==> src/rtl/code_sender.sv <==
// code_sender: transmitter for the sequence-lock digit-entry interface.
// Latches a DIGITS-digit decimal code on an accepted start, then emits each
// digit on numero with a one-cycle insere strobe, separated by GAP idle cycles.
// Optional build macro: CODE_SENDER_ECHO_EN adds a registered active-low
// 7-segment echo of numero on the display port.
module code_sender #(
    parameter int DIGITS = 6,
    parameter int GAP    = 4
) (
    input  logic                clk,
    input  logic                reset,
    input  logic                start,
    input  logic                abort,
    input  logic [4*DIGITS-1:0] code_in,
    output logic [3:0]          numero,
    output logic                insere,
    output logic                busy,
    output logic                done,
    output logic                err
`ifdef CODE_SENDER_ECHO_EN
    ,
    output logic [6:0]          display
`endif
);

    localparam int IDX_W = (DIGITS > 1) ? $clog2(DIGITS) : 1;
    localparam int GAP_W = $clog2(GAP + 1);

    localparam logic [IDX_W-1:0] LAST_IDX = IDX_W'(DIGITS - 1);
    localparam logic [GAP_W-1:0] GAP_LOAD = GAP_W'(GAP - 1);
    localparam logic [3:0]       NO_DIGIT = 4'hF;

    typedef enum logic [1:0] {
        S_IDLE,
        S_SEND,
        S_WAIT,
        S_FIN
    } state_t;

    state_t              state;
    logic [4*DIGITS-1:0] code_q;
    logic [IDX_W-1:0]    digit_idx;
    logic [GAP_W-1:0]    gap_cnt;

    logic                code_ok;
    logic                accept;
    logic                reject;
    logic                gap_done;
    logic                last_digit;
    logic [IDX_W-1:0]    idx_inc;
    logic [3:0]          next_digit;
    logic [3:0]          numero_nxt;

`ifdef CODE_SENDER_ECHO_EN
    // Active-low segments {a,b,c,d,e,f,g}; anything that is not a digit
    // shows only segment g lit-off pattern 1111110.
    function automatic logic [6:0] seg_of(input logic [3:0] d);
        logic [6:0] s;
        case (d)
            4'd0:    s = 7'b0000001;
            4'd1:    s = 7'b1001111;
            4'd2:    s = 7'b0010010;
            4'd3:    s = 7'b0000110;
            4'd4:    s = 7'b1001100;
            4'd5:    s = 7'b0100100;
            4'd6:    s = 7'b0100000;
            4'd7:    s = 7'b0001111;
            4'd8:    s = 7'b0000000;
            4'd9:    s = 7'b0000100;
            default: s = 7'b1111110;
        endcase
        return s;
    endfunction
`endif

    // Validate the incoming code: every digit must be a decimal value.
    always_comb begin
        code_ok = 1'b1;
        for (int unsigned i = 0; i < DIGITS; i++) begin
            if (code_in[4*i +: 4] > 4'd9) begin
                code_ok = 1'b0;
            end
        end
    end

    // Start qualification and counter status decodes.
    always_comb begin
        accept     = (state == S_IDLE) && start && !abort && code_ok;
        reject     = (state == S_IDLE) && start && !abort && !code_ok;
        gap_done   = (gap_cnt == '0);
        last_digit = (digit_idx == LAST_IDX);
        idx_inc    = digit_idx + IDX_W'(1);
    end

    // Select the digit that follows the current one from the latched code.
    always_comb begin
        next_digit = NO_DIGIT;
        for (int unsigned i = 0; i < DIGITS; i++) begin
            if (idx_inc == IDX_W'(i)) begin
                next_digit = code_q[4*i +: 4];
            end
        end
    end

    // Next value of numero; shared by the numero and display registers so
    // both change on the same edge.
    always_comb begin
        numero_nxt = numero;
        case (state)
            S_IDLE: begin
                if (accept) begin
                    numero_nxt = code_in[3:0];
                end
            end
            S_SEND: begin
                if (abort) begin
                    numero_nxt = NO_DIGIT;
                end
            end
            S_WAIT: begin
                if (abort) begin
                    numero_nxt = NO_DIGIT;
                end else if (gap_done) begin
                    numero_nxt = last_digit ? NO_DIGIT : next_digit;
                end
            end
            S_FIN: begin
                numero_nxt = NO_DIGIT;
            end
            default: begin
                numero_nxt = NO_DIGIT;
            end
        endcase
    end

    // Registered digit output (and its optional segment echo).
    always_ff @(posedge clk or negedge reset) begin
        if (!reset) begin
            numero  <= NO_DIGIT;
`ifdef CODE_SENDER_ECHO_EN
            display <= 7'b1111110;
`endif
        end else begin
            numero  <= numero_nxt;
`ifdef CODE_SENDER_ECHO_EN
            display <= seg_of(numero_nxt);
`endif
        end
    end

    // Transfer FSM with registered strobe/status outputs and counters.
    always_ff @(posedge clk or negedge reset) begin
        if (!reset) begin
            state     <= S_IDLE;
            code_q    <= '0;
            digit_idx <= '0;
            gap_cnt   <= '0;
            insere    <= 1'b0;
            busy      <= 1'b0;
            done      <= 1'b0;
            err       <= 1'b0;
        end else begin
            insere <= 1'b0;
            done   <= 1'b0;
            err    <= 1'b0;
            case (state)
                S_IDLE: begin
                    if (accept) begin
                        state     <= S_SEND;
                        code_q    <= code_in;
                        digit_idx <= '0;
                        insere    <= 1'b1;
                        busy      <= 1'b1;
                    end else if (reject) begin
                        err <= 1'b1;
                    end
                end
                S_SEND: begin
                    if (abort) begin
                        state     <= S_IDLE;
                        busy      <= 1'b0;
                        digit_idx <= '0;
                        gap_cnt   <= '0;
                    end else begin
                        state   <= S_WAIT;
                        gap_cnt <= GAP_LOAD;
                    end
                end
                S_WAIT: begin
                    if (abort) begin
                        state     <= S_IDLE;
                        busy      <= 1'b0;
                        digit_idx <= '0;
                        gap_cnt   <= '0;
                    end else if (gap_done) begin
                        if (last_digit) begin
                            state <= S_FIN;
                            busy  <= 1'b0;
                            done  <= 1'b1;
                        end else begin
                            state     <= S_SEND;
                            digit_idx <= idx_inc;
                            insere    <= 1'b1;
                        end
                    end else begin
                        gap_cnt <= gap_cnt - GAP_W'(1);
                    end
                end
                S_FIN: begin
                    state     <= S_IDLE;
                    digit_idx <= '0;
                    gap_cnt   <= '0;
                end
                default: begin
                    state <= S_IDLE;
                    busy  <= 1'b0;
                end
            endcase
        end
    end

endmodule

==> config.mk <==
export PLATFORM = sky130hd
export DESIGN_NAME = code_sender
export DESIGN_NICKNAME = d
export VERILOG_FILES = /design/src/rtl/code_sender.sv
export SDC_FILE = /design/constraint.sdc
export NUM_CORES = 1
export LEC_CHECK = 0
export CORE_UTILIZATION = 55
export DETAILED_ROUTE_END_ITERATION = 8
export DONT_BUFFER_PORTS = 1
export PLACE_DENSITY = 0.7
export SYNTH_ARGS = -nofsm -noshare
export SYNTH_HDL_FRONTEND = slang
export SYNTH_SLANG_ARGS = --single-unit
export TNS_END_PERCENT = 100
==> constraint.sdc <==
create_clock -name clk -period 3.6 [get_ports clk]
set_clock_uncertainty 0.15 [all_clocks]
set_input_delay 0.72 -clock clk [delete_from_list [all_inputs] [get_ports clk]]
set_output_delay 0.72 -clock clk [all_outputs]
set_load 0.005 [all_outputs]
==> results.txt, run 1 <==
The max-slew violation total from the final report came out at 0. Power spread over the standard cell area amounts to ~700 nW/um^2. The highest cell delay on the worst timing path is 0.46 ns. The cell area after technology mapping came out at 2186 um^2. The placement row count came out at 22. The global-route wire length before repair is 7769 um.

The clock root buffer master is clkbuf_8. The violation count after the first detailed-route iteration came out at 126. In this run the tightest slew margin relative to its limit is 0.4475. The max capacitance violation total is 0. The final net count is 276. For this run the aggregate overflow at the end of global routing stands at 0. The number of flops mapped to enable cells by yosys is 0. The average vias per placed instance came out at just under 6.

The number of global-route vias before repair was approximately 1600. TritonCTS built the clock tree. The number of antenna violations at the first check in global routing is 0.

The largest total area in the synthesized netlist belongs to dfrtp_1. For the finished layout, the period the worst path requires is 2.716 ns. Setup repair after global routing left no endpoint under its margin. The floorplan step defined a die boundary enclosing about 4200 um^2. The count of synthesis-stage warnings from yosys came out at 0. The via count is 1661. The count of state elements after synthesis is 40. The number of I/O port buffers came out at 0. The routed length per placed instance is 16.29 um. The placer's final routability congestion estimate is 0.7838. Of the post-synthesis cell area, the part taken by muxes is 0.02519. The fraction of registers with async set or reset after synthesis is 1.000.

The slew at the pin with the worst max-slew slack came out at 0.8288 ns. Summed over all cells, the static leakage comes to 1.100 nW. For this configuration, the core starts out at a cell density of 0.5839.

For this run, design rule violations remaining after detail routing come to 0. The number of clock buffers added by TritonCTS is 5. The total of endpoints with negative setup slack in the final report came out at 0. The fraction of layout instances using a drive strength above 1 came out at 0.1013. The complex-gate fraction of the synthesized area is 0.1780. The maximum number of pins on one net before global-route repair came out at 37.

The predominant post-synthesis flop cell is dfrtp_1. After layout, the design draws a total of 0.001612 W. The type of the worst setup path is register to register. The count of antenna-violating nets left after detailed routing is 0.

Sorting the synthesized cells by area gives the leading types as dfrtp_1 (41%), nand2_1 (12%), ha_1 (6.9%). The length of the first detailed-routing pass in iterations is 4. The detailed-placement wirelength estimate came out at 3415 um. The placeable core region came out at 3744 um^2. The combinational family with the most area after synthesis is simple AND/OR/NAND/NOR gates.

The later pin in the worst-skew pair is clocked with a latency of 0.29 ns. The adder and majority cell fraction of the synthesized area came out at 0.06869. The maximum vdd drop came out at 0.0003746 V.

Among all cell types in the netlist, the one instantiated most often is nand2_1. The global-route total usage across every layer came out at 0.2525. The worst-path maximum fanout came out at 30. The die is 65.04 um tall. The number of clock sinks seen by CTS is 40. The achievable frequency is 368.2 MHz. The sequential cell area in the final layout came out at 1006 um^2. After synthesis, the most frequently instantiated cells are nand2_1 (70), dfrtp_1 (36), inv_1 (16). Adding up every negative setup slack in the final design gives 0 ns. Of the total synthesized cell area, the portion taken by XOR and XNOR cells is 0.007441. The number of antenna repair diodes is 0. For this run, the register share of the synthesized area comes to 0.4602. The number of fill cells in the layout is 358. The multi-input combinational cells in the finished layout cover a total of 1052 um^2.

The growth of design area from synthesis to finish is 4.694%. The critical path goes through inv_1 > ha_1 > nand2_1 > nor2_1 > nand3_4 > a21oi_2 > mux2_2. At the worst endpoint, the arrival time is 2.79 ns.

The run finished with clean final reports. The clock transition time at the flip-flop clock pins of the worst setup and hold paths is 0.08 ns. Synthesis produced a netlist with a net count of between 200 and 300. The largest individual stage delay along the critical path comes from the cell ha_1. The final cycle utilization of the critical path is 0.7544. Of the total synthesized cell area, the portion taken by AND, OR, NAND and NOR gates is 0.2021.

The synthesized area per cell is 9.184 um^2. STA classifies the critical path endpoint as a register. The level count of the clock H-tree came out at 2. The path class of the tightest hold or removal check is input pin to async pin.

The count of different cell masters after synthesis came out at 45. Synthesis handed over a netlist of ~240 instances. The die outline width came out at 65.04 um.

After detailed routing, the total wire length is approximately 4600 um. Data on the critical path is required at its endpoint by 3.67 ns. The top-level I/O count is 36. The hold violation total from the final report is 0. The top-area cell type share of the netlist area came out at 0.4121. STA classifies the critical path startpoint as a register. The deepest clock path buffer count is 2.
[sequential cells by signal (all words and copies together), names as in the netlist, 2 cells and up]
| register | flops |
|---|---|
| state | 2 |
| numero | 4 |
| code_q | 24 |
| digit_idx | 3 |
| gap_cnt | 3 |
[cells by family after synthesis]
group | after synthesis
DFF | 40
xor gates and xnor gates | 1
muxes | 5
adders and majority gates | 12
buffers and inverters | 26
and+or+nand+nor | 99
AOI/OAI and AO/OA | 55
[path summary, 6_finish.rpt]
kind                                     endpoint  slack, ns  cells after the start                    from
min in group clk           code_q[23]$_DFFE_PN0P_       0.32                      2  code_q[23]$_DFFE_PN0P_
setup / recovery            numero[0]$_DFFE_PN1P_       0.88                      7    state[0]$_DFFE_PN0P_
hold reg to reg            code_q[23]$_DFFE_PN0P_       0.32                      2  code_q[23]$_DFFE_PN0P_
max in group asynchronous  code_q[16]$_DFFE_PN0P_       3.01                      1                   reset
hold / removal              code_q[5]$_DFFE_PN0P_       0.10                      1                   reset
setup reg to reg            numero[0]$_DFFE_PN1P_       0.88                      7    state[0]$_DFFE_PN0P_
[what timing repair did]
action	4_1_cts	5_1_grt
endpoints found under the hold margin	36	0
hold buffers	1	0
gates resized for setup	0	0
setup buffers	0	0
[critical path, delay by kind of cell (launching register included)]
family | cells | cell delay [ns]
AND/OR/NAND/NOR | 3 | 0.66
adder cells (fa/ha/maj) | 1 | 0.46
flip-flops | 1 | 0.43
AO/OA/AOI/OAI | 1 | 0.44
multiplexers | 1 | 0.38
buffers and inverters | 1 | 0.12
[report_power, final]
part / switching [W] / internal (W) / leakage, nW / total, W
clock network: 0.000150 / 0.000156 / 0.0455 / 0.000306
logic: 0.000324 / 0.000262 / 0.545 / 0.000586
registers: 0.0000999 / 0.000620 / 0.509 / 0.000720
[per-stage QoR]
step                utilization  std cells  setup slack, ns  cell area (um^2)  hold WS, ns
finish                   0.6113        285           0.8840              2288       0.1020
global route             0.6113        285           0.6768              2288      0.09774
CTS                      0.6113        285           0.8926              2288       0.1063
detailed placement       0.5819        276           0.8938              2178       0.2752
global placement         0.5819        276           0.9788              2178       0.2752
floorplan                     -        238            1.556              2186       0.2744
[layout make-up]
type,count,share of cell area
multi-input combinational,172,0.4598
sequential,40,0.4396
clock buffer,8,0.03937
inverter,16,0.02624
tap,48,0.02624
timing repair buffer,1,0.008748
[per-layer routing]
| layer | global-route usage | vias to the layer above | part of all wire |
|---|---|---|---|
| met5 | 0 | - | 0 |
| met4 | 0.1005 | 0 | 0.011 |
| met3 | 0.05986 | 7 | 0.073 |
| met2 | 0.3737 | 58 | 0.46 |
| met1 | 0.3558 | 779 | 0.46 |
| li1 | - | 817 | - |
[placed cells by master (no fill, tap or decap), drive strengths merged, types with 3 or more instances in the layout]
| cell type | netlist | routed |
|---|---|---|
| a22o | 3 | 3 |
| a221oi | 12 | 12 |
| nand2b | 4 | 4 |
| o21ai | 19 | 19 |
| inv | 16 | 16 |
| a21oi | 5 | 5 |
| nor2 | 12 | 12 |
| o22ai | 3 | 3 |
| clkbuf | 3 | 8 |
| dfstp | 4 | 4 |
| ha | 12 | 12 |
| mux2 | 4 | 4 |
| nand2 | 70 | 70 |
| dfrtp | 36 | 36 |
| o221ai | 4 | 4 |
| or2b | 3 | 3 |
Note: power is estimated with default switching activity, not from simulation.
==> inputs of run 2 (changes only) <==
Settings changed: PLACE_DENSITY 0.7 to 0.73.
Clock period 3.6 ns to 2.26 ns, I/O delays scaled along.
==> results.txt, run 2 (synthesized netlist as in run 1, its figures left out) <==
Status: finished clean (unchanged). RSZ-0062 raised after global routing: no (unchanged). The number of antenna repair diodes is 0 (unchanged). The DRC violation count after routing came out at 0 (unchanged).

Largest registers: code_q x24, numero x4 (unchanged). The fraction of layout instances using a drive strength above 1 is 0.1532 (was 0.1013). The maximum vdd drop came out at 0.0005555 V (was 0.0003746 V). The worst path arrival time is 2.30 ns (was 2.79 ns). The die outline height is 65.04 um (unchanged). The global-route total usage across every layer came out at 0.2451 (was 0.2525).

The average vias per placed instance is 5.834 (was 5.828). The source-to-sink clock delay at the later pin of the worst-skew pair was 0.30 ns (was 0.29 ns). The count of antenna-violating nets left after detailed routing came out at 0 (unchanged). The max-slew violation total from the final report is 0 (unchanged). The max capacitance violation total came out at 0 (unchanged). The level count of the clock H-tree came out at 2 (unchanged). The number of global-route vias before repair is 1642 (was 1591).

The CTS buffer count was 5 (unchanged). The cell class contributing the biggest share of worst-path delay is compound AO/OA/AOI/OAI gates (was simple AND/OR/NAND/NOR gates). The critical-path cell with the highest stage delay is dfrtp_1 (was ha_1). The final cycle utilization of the critical path is 0.9798 (was 0.7544).

The hold violation total from the final report came out at 0 (unchanged). Counting instances, the worst hold path has a depth of 2. The detailed-placement wirelength estimate came out at 3459 um (was 3415 um).

The length of the first detailed-routing pass in iterations came out at 4 (unchanged). The worst-path maximum fanout is 6 (was 30). The top-level I/O count came out at 36 (unchanged). The growth of design area from synthesis to finish came out at 10.70% (was 4.694%). The type of the worst setup path is register to register (unchanged). The leakage power figure came to 1.167 nW (was 1.100 nW). The placer's final routability congestion estimate came out at 0.8894 (was 0.7838). The highest cell delay on the worst timing path was 0.44 ns (was 0.46 ns). The clock period minus worst slack is 2.214 ns (was 2.716 ns). The total of endpoints with negative setup slack in the final report was 0 (unchanged). The startpoint of the most critical register-to-register path is digit_idx[0]$_DFFE_PN0P_ (was state[0]$_DFFE_PN0P_). The routed wire length is 4701 um (was 4643 um).

The slew at the pin with the worst max-slew slack is 0.4206 ns (was 0.8288 ns). The number of flip-flops in the largest register is 24 (unchanged). Commonest cells after routing, fill and taps aside: nand2_1 (70), dfrtp_1 (36), inv_1 (16) (unchanged). The violation count after the first detailed-route iteration is 164 (was 126).

The headroom to the max-slew limit is 0.7196 (was 0.4475). The number of instances in the placed design was 285 (was 276). The reg-to-reg critical path endpoint is numero[2]$_DFFE_PN1P_ (was numero[0]$_DFFE_PN1P_).

The final net count was 287 (was 276). The critical path endpoint category was a register (unchanged). The startpoint of the lowest-slack hold path is code_in[20]. The total power was 0.002764 W (was 0.001612 W). The minimum setup slack among reg-to-reg paths is 0.05 ns (was 0.88 ns). The via count is 1727 (was 1661). The number of cell instances on the worst register-to-register path came out at 6 (was 7). The leftover overflow at the end of global routing is 0 (unchanged). The global-route wire length before repair came out at 7700 um (was 7769 um). The post-layout instance count excluding filler cells is 296 (was 285). The number of antenna violations at the first check in global routing came out at 0 (unchanged). The startpoint type of the worst setup path is a register (unchanged). The leading cell type in the layout, fill and taps excluded is nand2_1 (unchanged). The worst min-delay path category is input pin to register (was input pin to async pin). The areal power density over the cells came out at 1142 nW/um^2 (was 704.3 nW/um^2). The achievable frequency is 451.6 MHz (was 368.2 MHz). The placeable core region came to 3744 um^2 (unchanged). The deepest clock path buffer count came out at 2 (unchanged). The register bank with the most flops is code_q (unchanged).

The maximum number of pins on one net before global-route repair is 41 (was 37). The initial cell density of the core came out at 0.5839 (unchanged). Critical Path, Cell by Cell: ha_1 > buf_4 > a221oi_1 > o221ai_1 > a221oi_1 > mux2_2 (was inv_1 > ha_1 > nand2_1 > nor2_1 > nand3_4 > a21oi_2 > mux2_2). The placement row count came out at 22 (unchanged). The die outline width came out at 65.04 um (unchanged). The setup TNS after final layout came out at 0 ns (unchanged). The clock transition time at the flip-flop clock pins of the worst setup and hold paths came out at 0.08 ns (about the same). The required time at the worst-slack endpoint came out at 2.34 ns (was 3.67 ns). The number of clock sinks seen by CTS came out at 40 (unchanged).

The worst hold path terminates at code_q[20]$_DFFE_PN0P_. The number of I/O port buffers came to 0 (unchanged). The area of the die is 4230 um^2 (unchanged).

The clock root buffer master is clkbuf_8 (unchanged). The count of buffer and inverter cells on the critical path is 1 (unchanged). The most prevalent standard cell on the critical path is a221oi_1.

The routed length per placed instance was 15.88 um (was 16.29 um). The clock tree from TritonCTS was yes (unchanged).
[run 2: worst max-delay path by stage]
stage	startpoint	endpoint	cells past startpoint
global route	digit_idx[1]$_DFFE_PN0P_	numero[2]$_DFFE_PN1P_	7
finish	digit_idx[0]$_DFFE_PN0P_	numero[2]$_DFFE_PN1P_	6
floorplan	state[0]$_DFFE_PN0P_	numero[0]$_DFFE_PN1P_	7
global placement	digit_idx[0]$_DFFE_PN0P_	numero[2]$_DFFE_PN1P_	7
CTS	digit_idx[0]$_DFFE_PN0P_	numero[2]$_DFFE_PN1P_	6
detailed placement	digit_idx[0]$_DFFE_PN0P_	numero[2]$_DFFE_PN1P_	7
[run 2: where the power goes]
group | internal, W | switching [W]
clock network | 0.000328 | 0.000245
registers | 0.000988 | 0.000164
logic | 0.000485 | 0.000553
total | 0.00180 | 0.000962
[run 2: stage by stage]
stage | setup slack (ns) | cell area [um^2] | hold slack, ns | util
4_1_cts | 0.07926 | 2386 | 0.1134 | 0.6374
2_1_floorplan | 0.3584 | 2186 | 0.006409 | -
6_report | 0.04570 | 2420 | 0.1134 | 0.6464
3_5_place_dp | 0.02033 | 2246 | 0.007323 | 0.5999
5_1_grt | 0.002717 | 2420 | 0.1102 | 0.6464
3_3_place_gp | 0.02569 | 2246 | 0.007505 | 0.5999
[run 2: metal layers]
layer	vias to the layer above	routed length (um)	global-route usage
met2	64	2058	0.3490
met4	0	55	0.07337
met1	824	2264	0.3580
met5	-	0	0
met3	6	322	0.07218
li1	833	-	-
[run 2: cell type report]
class	count	area [um^2]
inverters	16	60.06
repair buffers	12	105.1
fillers	346	1324
clock inverters	2	35.03
multi-input cells	172	1081
flip-flops and latches	40	1006
well taps	48	60.06
clock buffers	6	72.57
[run 2: repair_timing]
action / 4_1_cts / 5_1_grt
setup buffers: 0 / 1
setup endpoints to repair: 1 / 5
hold endpoints to repair: 40 / 0
gates resized for setup: 1 / 4
hold buffers: 2 / 0
